`src/rtl/wb_arbiter2.sv`:
```
// Two-master Wishbone arbiter: round-robin grant held for a whole cycle, ack steered to the owner.
// Optional stall timeout with error pulse, enabled by defining WB_ARB_TIMEOUT_EN.
module wb_arbiter2 #(
  parameter int DATA_WIDTH     = 16,
  parameter int ADDR_WIDTH     = 32,
  parameter int TIMEOUT_CYCLES = 255
) (
  input  logic                  clk_i,
  input  logic                  rst_i,
  input  logic [ADDR_WIDTH-1:0] m0_adr_i,
  input  logic [DATA_WIDTH-1:0] m0_dat_i,
  input  logic [1:0]            m0_sel_i,
  input  logic                  m0_we_i,
  input  logic                  m0_cyc_i,
  input  logic                  m0_stb_i,
  output logic [DATA_WIDTH-1:0] m0_dat_o,
  output logic                  m0_ack_o,
  output logic                  m0_err_o,
  input  logic [ADDR_WIDTH-1:0] m1_adr_i,
  input  logic [DATA_WIDTH-1:0] m1_dat_i,
  input  logic [1:0]            m1_sel_i,
  input  logic                  m1_we_i,
  input  logic                  m1_cyc_i,
  input  logic                  m1_stb_i,
  output logic [DATA_WIDTH-1:0] m1_dat_o,
  output logic                  m1_ack_o,
  output logic                  m1_err_o,
  output logic [ADDR_WIDTH-1:0] s_adr_o,
  output logic [DATA_WIDTH-1:0] s_dat_o,
  output logic [1:0]            s_sel_o,
  output logic                  s_we_o,
  output logic                  s_cyc_o,
  output logic                  s_stb_o,
  input  logic [DATA_WIDTH-1:0] s_dat_i,
  input  logic                  s_ack_i,
  output logic [1:0]            gnt_o
);

  typedef enum logic [1:0] {IDLE = 2'd0, GNT0 = 2'd1, GNT1 = 2'd2} state_t;

  state_t state;
  logic   last_gnt;
  logic   timeout;

`ifdef WB_ARB_TIMEOUT_EN
  localparam int TW_MIN = $clog2(TIMEOUT_CYCLES + 1);
  localparam int TW     = (TW_MIN > 8) ? TW_MIN : 8;

  logic [TW-1:0] stall_cnt;
  logic          owner_stb;

  assign owner_stb = (state == GNT0) ? m0_stb_i : (state == GNT1) ? m1_stb_i : 1'b0;
  // An ack arriving in the limit cycle wins over the timeout.
  assign timeout   = (state != IDLE) && !s_ack_i && (stall_cnt == TW'(TIMEOUT_CYCLES));

  always_ff @(posedge clk_i or negedge rst_i) begin
    if (!rst_i) begin
      stall_cnt <= '0;
    end else if (state == IDLE || s_ack_i) begin
      stall_cnt <= '0;
    end else if (owner_stb) begin
      stall_cnt <= stall_cnt + 1'b1;
    end
  end
`else
  logic [31:0] unused_timeout_cycles;
  assign unused_timeout_cycles = 32'(TIMEOUT_CYCLES);
  assign timeout = 1'b0;
`endif

  always_ff @(posedge clk_i or negedge rst_i) begin
    if (!rst_i) begin
      state    <= IDLE;
      last_gnt <= 1'b1;
    end else begin
      case (state)
        IDLE: begin
          if (m0_cyc_i && (!m1_cyc_i || last_gnt)) begin
            state    <= GNT0;
            last_gnt <= 1'b0;
          end else if (m1_cyc_i) begin
            state    <= GNT1;
            last_gnt <= 1'b1;
          end
        end
        GNT0:    if (!m0_cyc_i || timeout) state <= IDLE;
        GNT1:    if (!m1_cyc_i || timeout) state <= IDLE;
        default: state <= IDLE;
      endcase
    end
  end

  always_comb begin
    s_adr_o  = '0;
    s_dat_o  = '0;
    s_sel_o  = '0;
    s_we_o   = 1'b0;
    s_cyc_o  = 1'b0;
    s_stb_o  = 1'b0;
    m0_ack_o = 1'b0;
    m1_ack_o = 1'b0;
    m0_err_o = 1'b0;
    m1_err_o = 1'b0;
    case (state)
      GNT0: begin
        s_adr_o  = m0_adr_i;
        s_dat_o  = m0_dat_i;
        s_sel_o  = m0_sel_i;
        s_we_o   = m0_we_i;
        s_cyc_o  = m0_cyc_i && !timeout;
        s_stb_o  = m0_stb_i && !timeout;
        m0_ack_o = s_ack_i;
        m0_err_o = timeout;
      end
      GNT1: begin
        s_adr_o  = m1_adr_i;
        s_dat_o  = m1_dat_i;
        s_sel_o  = m1_sel_i;
        s_we_o   = m1_we_i;
        s_cyc_o  = m1_cyc_i && !timeout;
        s_stb_o  = m1_stb_i && !timeout;
        m1_ack_o = s_ack_i;
        m1_err_o = timeout;
      end
      default: ;
    endcase
  end

  assign m0_dat_o = s_dat_i;
  assign m1_dat_o = s_dat_i;
  assign gnt_o    = {state == GNT1, state == GNT0};

endmodule

```
`config.mk`:
```
export PLATFORM = sky130hd
export DESIGN_NAME = wb_arbiter2
export DESIGN_NICKNAME = d
export VERILOG_FILES = /design/src/rtl/wb_arbiter2.sv
export SDC_FILE = /design/constraint.sdc
export NUM_CORES = 1
export LEC_CHECK = 0
export ABC_AREA = 1
export CAP_MARGIN = 40
export CORE_AREA = 2 2 85 87
export CTS_CLUSTER_DIAMETER = 60
export CTS_CLUSTER_SIZE = 20
export DETAILED_ROUTE_END_ITERATION = 8
export DIE_AREA = 0 0 87 89
export PLACE_DENSITY = 0.73
export SLEW_MARGIN = 5
export SYNTH_ARGS = -nofsm -noshare
export SYNTH_HDL_FRONTEND = slang
export SYNTH_SLANG_ARGS = --single-unit
```
`constraint.sdc`:
```
create_clock -name clk_i -period 1.7 [get_ports clk_i]
set_input_delay 0.255 -clock clk_i [delete_from_list [all_inputs] [get_ports clk_i]]
set_output_delay 0.255 -clock clk_i [all_outputs]
set_load 0.02 [all_outputs]
```
==> run summary <==
At the worst endpoint, the required time is 1.44 ns. In the final design database the tool counted 509 nets. The area added between synthesis and finish is 132%. The die outline area came out at roughly 7700 sq um. The via count of the first global-routing pass is just under 2000. The leakage power of the design is 1.22 nW.

The final reports fail on setup timing. The tree built by TritonCTS fans out to 3 sinks. The critical path class is flip-flop to primary output. The final period demand of the worst path is 1.70 ns. The number of DRC violations after detailed-routing iteration 0 came out at 34.

The starting utilization of the core area came out at 0.200. The number of antenna diodes in the final layout is 0. The post-cts hold buffer count came out at 0. For this run, design rule violations remaining after detail routing come to 0. Entering global routing, the biggest net connects 28 pins. The max-slew violation count came to 0. The cell at the root of the clock tree is sky130_fd_sc_hd__clkbuf_8. The sort of element at the end of the critical path is a primary output. The top-area cell type share of the netlist area is 0.327.

The worst setup margin came out at -0.000965 ns. The final count of hold timing violations came out at 0. The synthesized area per cell came out at 5.48 sq um.

The number of setup violations in the final report is 1. The number of CTS-inserted buffers came out at 3. The final clock period utilization by the worst path came out at 1.00. The number of instances in the synthesized netlist came out at 245. The area of the core is 6720 sq um.

On the final layout, the worst clock skew is roughly 0.007 ns. The via-per-instance ratio came out at 4.35. The last weighted congestion value of the routability-driven placer came out at 0.863. The sort of element at the start of the critical path is a flip-flop.

The netlist uses 18 different library cells. At the worst endpoint, the arrival time is 1.45 ns. The design draws 4.76 mW. The top-level I/O count is 216.

For this run the aggregate overflow at the end of global routing stands at 0. Across the VDD grid, the largest voltage drop is 0.699 mV. Clock-pin slew was measured on the worst setup and hold paths at 0.04 ns. The worst hold margin came out at 0.227 ns. The level count of the clock H-tree came out at 1. Including well taps, the total number of placed cells is 452. The mean routed wirelength per cell came out at ~13 um. The first detailed-routing pass ran for 4 iterations. The number of antenna violations at the first check in global routing came out at 0. Setup repair after global routing could not meet its margin everywhere. The buffer depth of the longest clock path came out at 2. The post-route non-filler standard cell count is about 460. For this run, the top clock speed supported by timing is ~0.6 GHz. In this run the worst hold path is classified as primary input to async pin. The placed instance area came out at 3010 sq um. The flow ran to the end, but the final reports show violations. The summed area of non-filler cells in the final layout came out at a little over 3000 sq um. The detail route stage leaves a number of antenna-violating nets equal to 0. The die outline width came out at 87 um. Summed over all instances, the cell type with the most area after synthesis is sky130_fd_sc_hd__nand2_1. In this run the vertical extent of the chip is 89 um. The first-pass GRT wire length is 8.74 mm. After filler insertion, the fill cell instance count of the layout stands at 715. The standard-cell row count is 30. For this run, the register share of the synthesized area comes to 0.0568.

The proportion of layout cells with a drive suffix above 1 is 0.361. At the later pin of the worst-skew pair, clock insertion delay measures 0.23 ns. The post-placement setup slack came out at -0.308 ns. The sum of routed wire length over all layers came out at roughly 6 mm. The flop and latch count out of synthesis is 3. The total power divided by cell area is 1530 nW/um^2.

In the post-synthesis netlist, the biggest area contributors are sky130_fd_sc_hd__nand2_1 (33%), sky130_fd_sc_hd__buf_4 (20%), sky130_fd_sc_hd__a21oi_1 (18%), sky130_fd_sc_hd__buf_12 (7.5%), sky130_fd_sc_hd__dfrtp_1 (3.7%). The number of max-cap violations is 0. The all-layer global routing usage came out at 0.139. The number of port buffers is 165. The wire-length estimate of the detail-placed layout is around 4.6 mm. The largest fanout on the critical path is 27.

TritonCTS built the clock tree. The total of warnings raised by yosys is 0. The mapped cell area came out at 1340 sq um. The number of vias after detailed routing came out at ~2000.
worst paths after layout:
kind                                  from           to  slack [ns]  depth (start not counted)
worst min-delay path                 rst_i     state[1]        0.23                          1
worst min register to register    last_gnt     last_gnt        0.54                          2
worst max-delay path              state[1]  s_dat_o[11]      -0.001                          6
min in group clk_i              s_dat_i[0]  m0_dat_o[0]        0.51                          0
max in group asynchronous            rst_i     last_gnt        1.24                          1
worst max register to register    state[0]     state[0]        0.44                          9
critical path: stages, from the launching register on:
cell and delay, ns:
sky130_fd_sc_hd__dfrtp_1 0.38, sky130_fd_sc_hd__inv_2 0.10, sky130_fd_sc_hd__ha_4 0.18, sky130_fd_sc_hd__buf_12 0.17, sky130_fd_sc_hd__nand2_1 0.09, sky130_fd_sc_hd__a21oi_2 0.16
sky130_fd_sc_hd__buf_6 0.13
state kept, by name, summed over array words and instances (netlist names):
name      cells
last_gnt      1
state         2
per-layer routing:
metal,global-route usage,up-vias,share of wire,routed length [um]
li1,-,1002,-,-
met3,0.0212,15,0.085,513
met1,0.150,874,0.38,2320
met4,0.0483,0,0.018,107
met5,0,-,0,0
met2,0.273,104,0.51,3090
logic make-up (layout without fill, tap and decap cells):
kind of cell             Yosys count  in the layout  share of synthesized area
AND/OR/NAND/NOR                  123            123                      0.348
buffers and inverters             60            193                      0.340
flip-flops                         3              3                     0.0569
other                              1              2                    0.00279
AO/OA/AOI/OAI                     54             54                      0.215
adder cells (fa/ha/maj)            4              4                     0.0373
cell usage in the layout (no fill, tap or decap), types with 2 or more instances in the layout:
| master | count |
|---|---|
| sky130_fd_sc_hd__nand2_1 | 114 |
| sky130_fd_sc_hd__clkdlybuf4s50_1 | 108 |
| sky130_fd_sc_hd__a21oi_2 | 51 |
| sky130_fd_sc_hd__buf_4 | 40 |
| sky130_fd_sc_hd__buf_6 | 20 |
| sky130_fd_sc_hd__buf_12 | 6 |
| sky130_fd_sc_hd__inv_1 | 5 |
| sky130_fd_sc_hd__nand2_2 | 4 |
| sky130_fd_sc_hd__ha_4 | 4 |
| sky130_fd_sc_hd__inv_2 | 3 |
| sky130_fd_sc_hd__nor2_1 | 3 |
| sky130_fd_sc_hd__clkbuf_8 | 3 |
| sky130_fd_sc_hd__a21oi_1 | 2 |
| sky130_fd_sc_hd__nand3_1 | 2 |
| sky130_fd_sc_hd__conb_1 | 2 |
| sky130_fd_sc_hd__buf_16 | 2 |
| sky130_fd_sc_hd__buf_2 | 2 |
| sky130_fd_sc_hd__dfrtp_1 | 2 |
metrics by stage:
step             TNS, ns   util
2_1_floorplan    -0.0102      -
3_3_place_gp      -13.58  0.448
3_5_place_dp      -15.09  0.448
4_1_cts           -0.183  0.441
5_1_grt            -2.10  0.464
6_report       -0.000965  0.464
Yosys cell counts:
master / count
sky130_fd_sc_hd__a21oi_1: 48
sky130_fd_sc_hd__a21oi_2: 5
sky130_fd_sc_hd__buf_12: 5
sky130_fd_sc_hd__buf_2: 6
sky130_fd_sc_hd__buf_4: 36
sky130_fd_sc_hd__buf_6: 1
sky130_fd_sc_hd__clkbuf_1: 3
sky130_fd_sc_hd__conb_1: 1
sky130_fd_sc_hd__dfrtp_1: 2
sky130_fd_sc_hd__dfstp_2: 1
sky130_fd_sc_hd__ha_1: 4
sky130_fd_sc_hd__inv_1: 7
sky130_fd_sc_hd__inv_2: 2
sky130_fd_sc_hd__nand2_1: 117
sky130_fd_sc_hd__nand2_2: 1
sky130_fd_sc_hd__nand3_1: 2
sky130_fd_sc_hd__nor2_1: 3
sky130_fd_sc_hd__o21ai_0: 1
timing repair:
action / CTS / global route
pin swaps: 3 / 1
buffers inserted: 1 / 0
gates resized for setup: 257 / 56
cloned: 2 / 0
endpoints found under the setup margin: 57 / 55
power breakdown:
part	switching (mW)	total, mW	leakage, nW	internal, mW
registers	0.0174	0.133	0.0363	0.115
logic	2.45	4.41	1.16	1.96
clock network	0.0565	0.217	0.0228	0.161
final cells by class:
cell class	count	area, sq um	area share
clock buffer	4	45.0	0.0145
inverter	9	41.3	0.0132
multi-input combinational	183	1040	0.335
sequential	3	76.3	0.0245
tap	80	100	0.0321
timing repair buffer	180	1810	0.581
(Power assumes the default switching activity.)
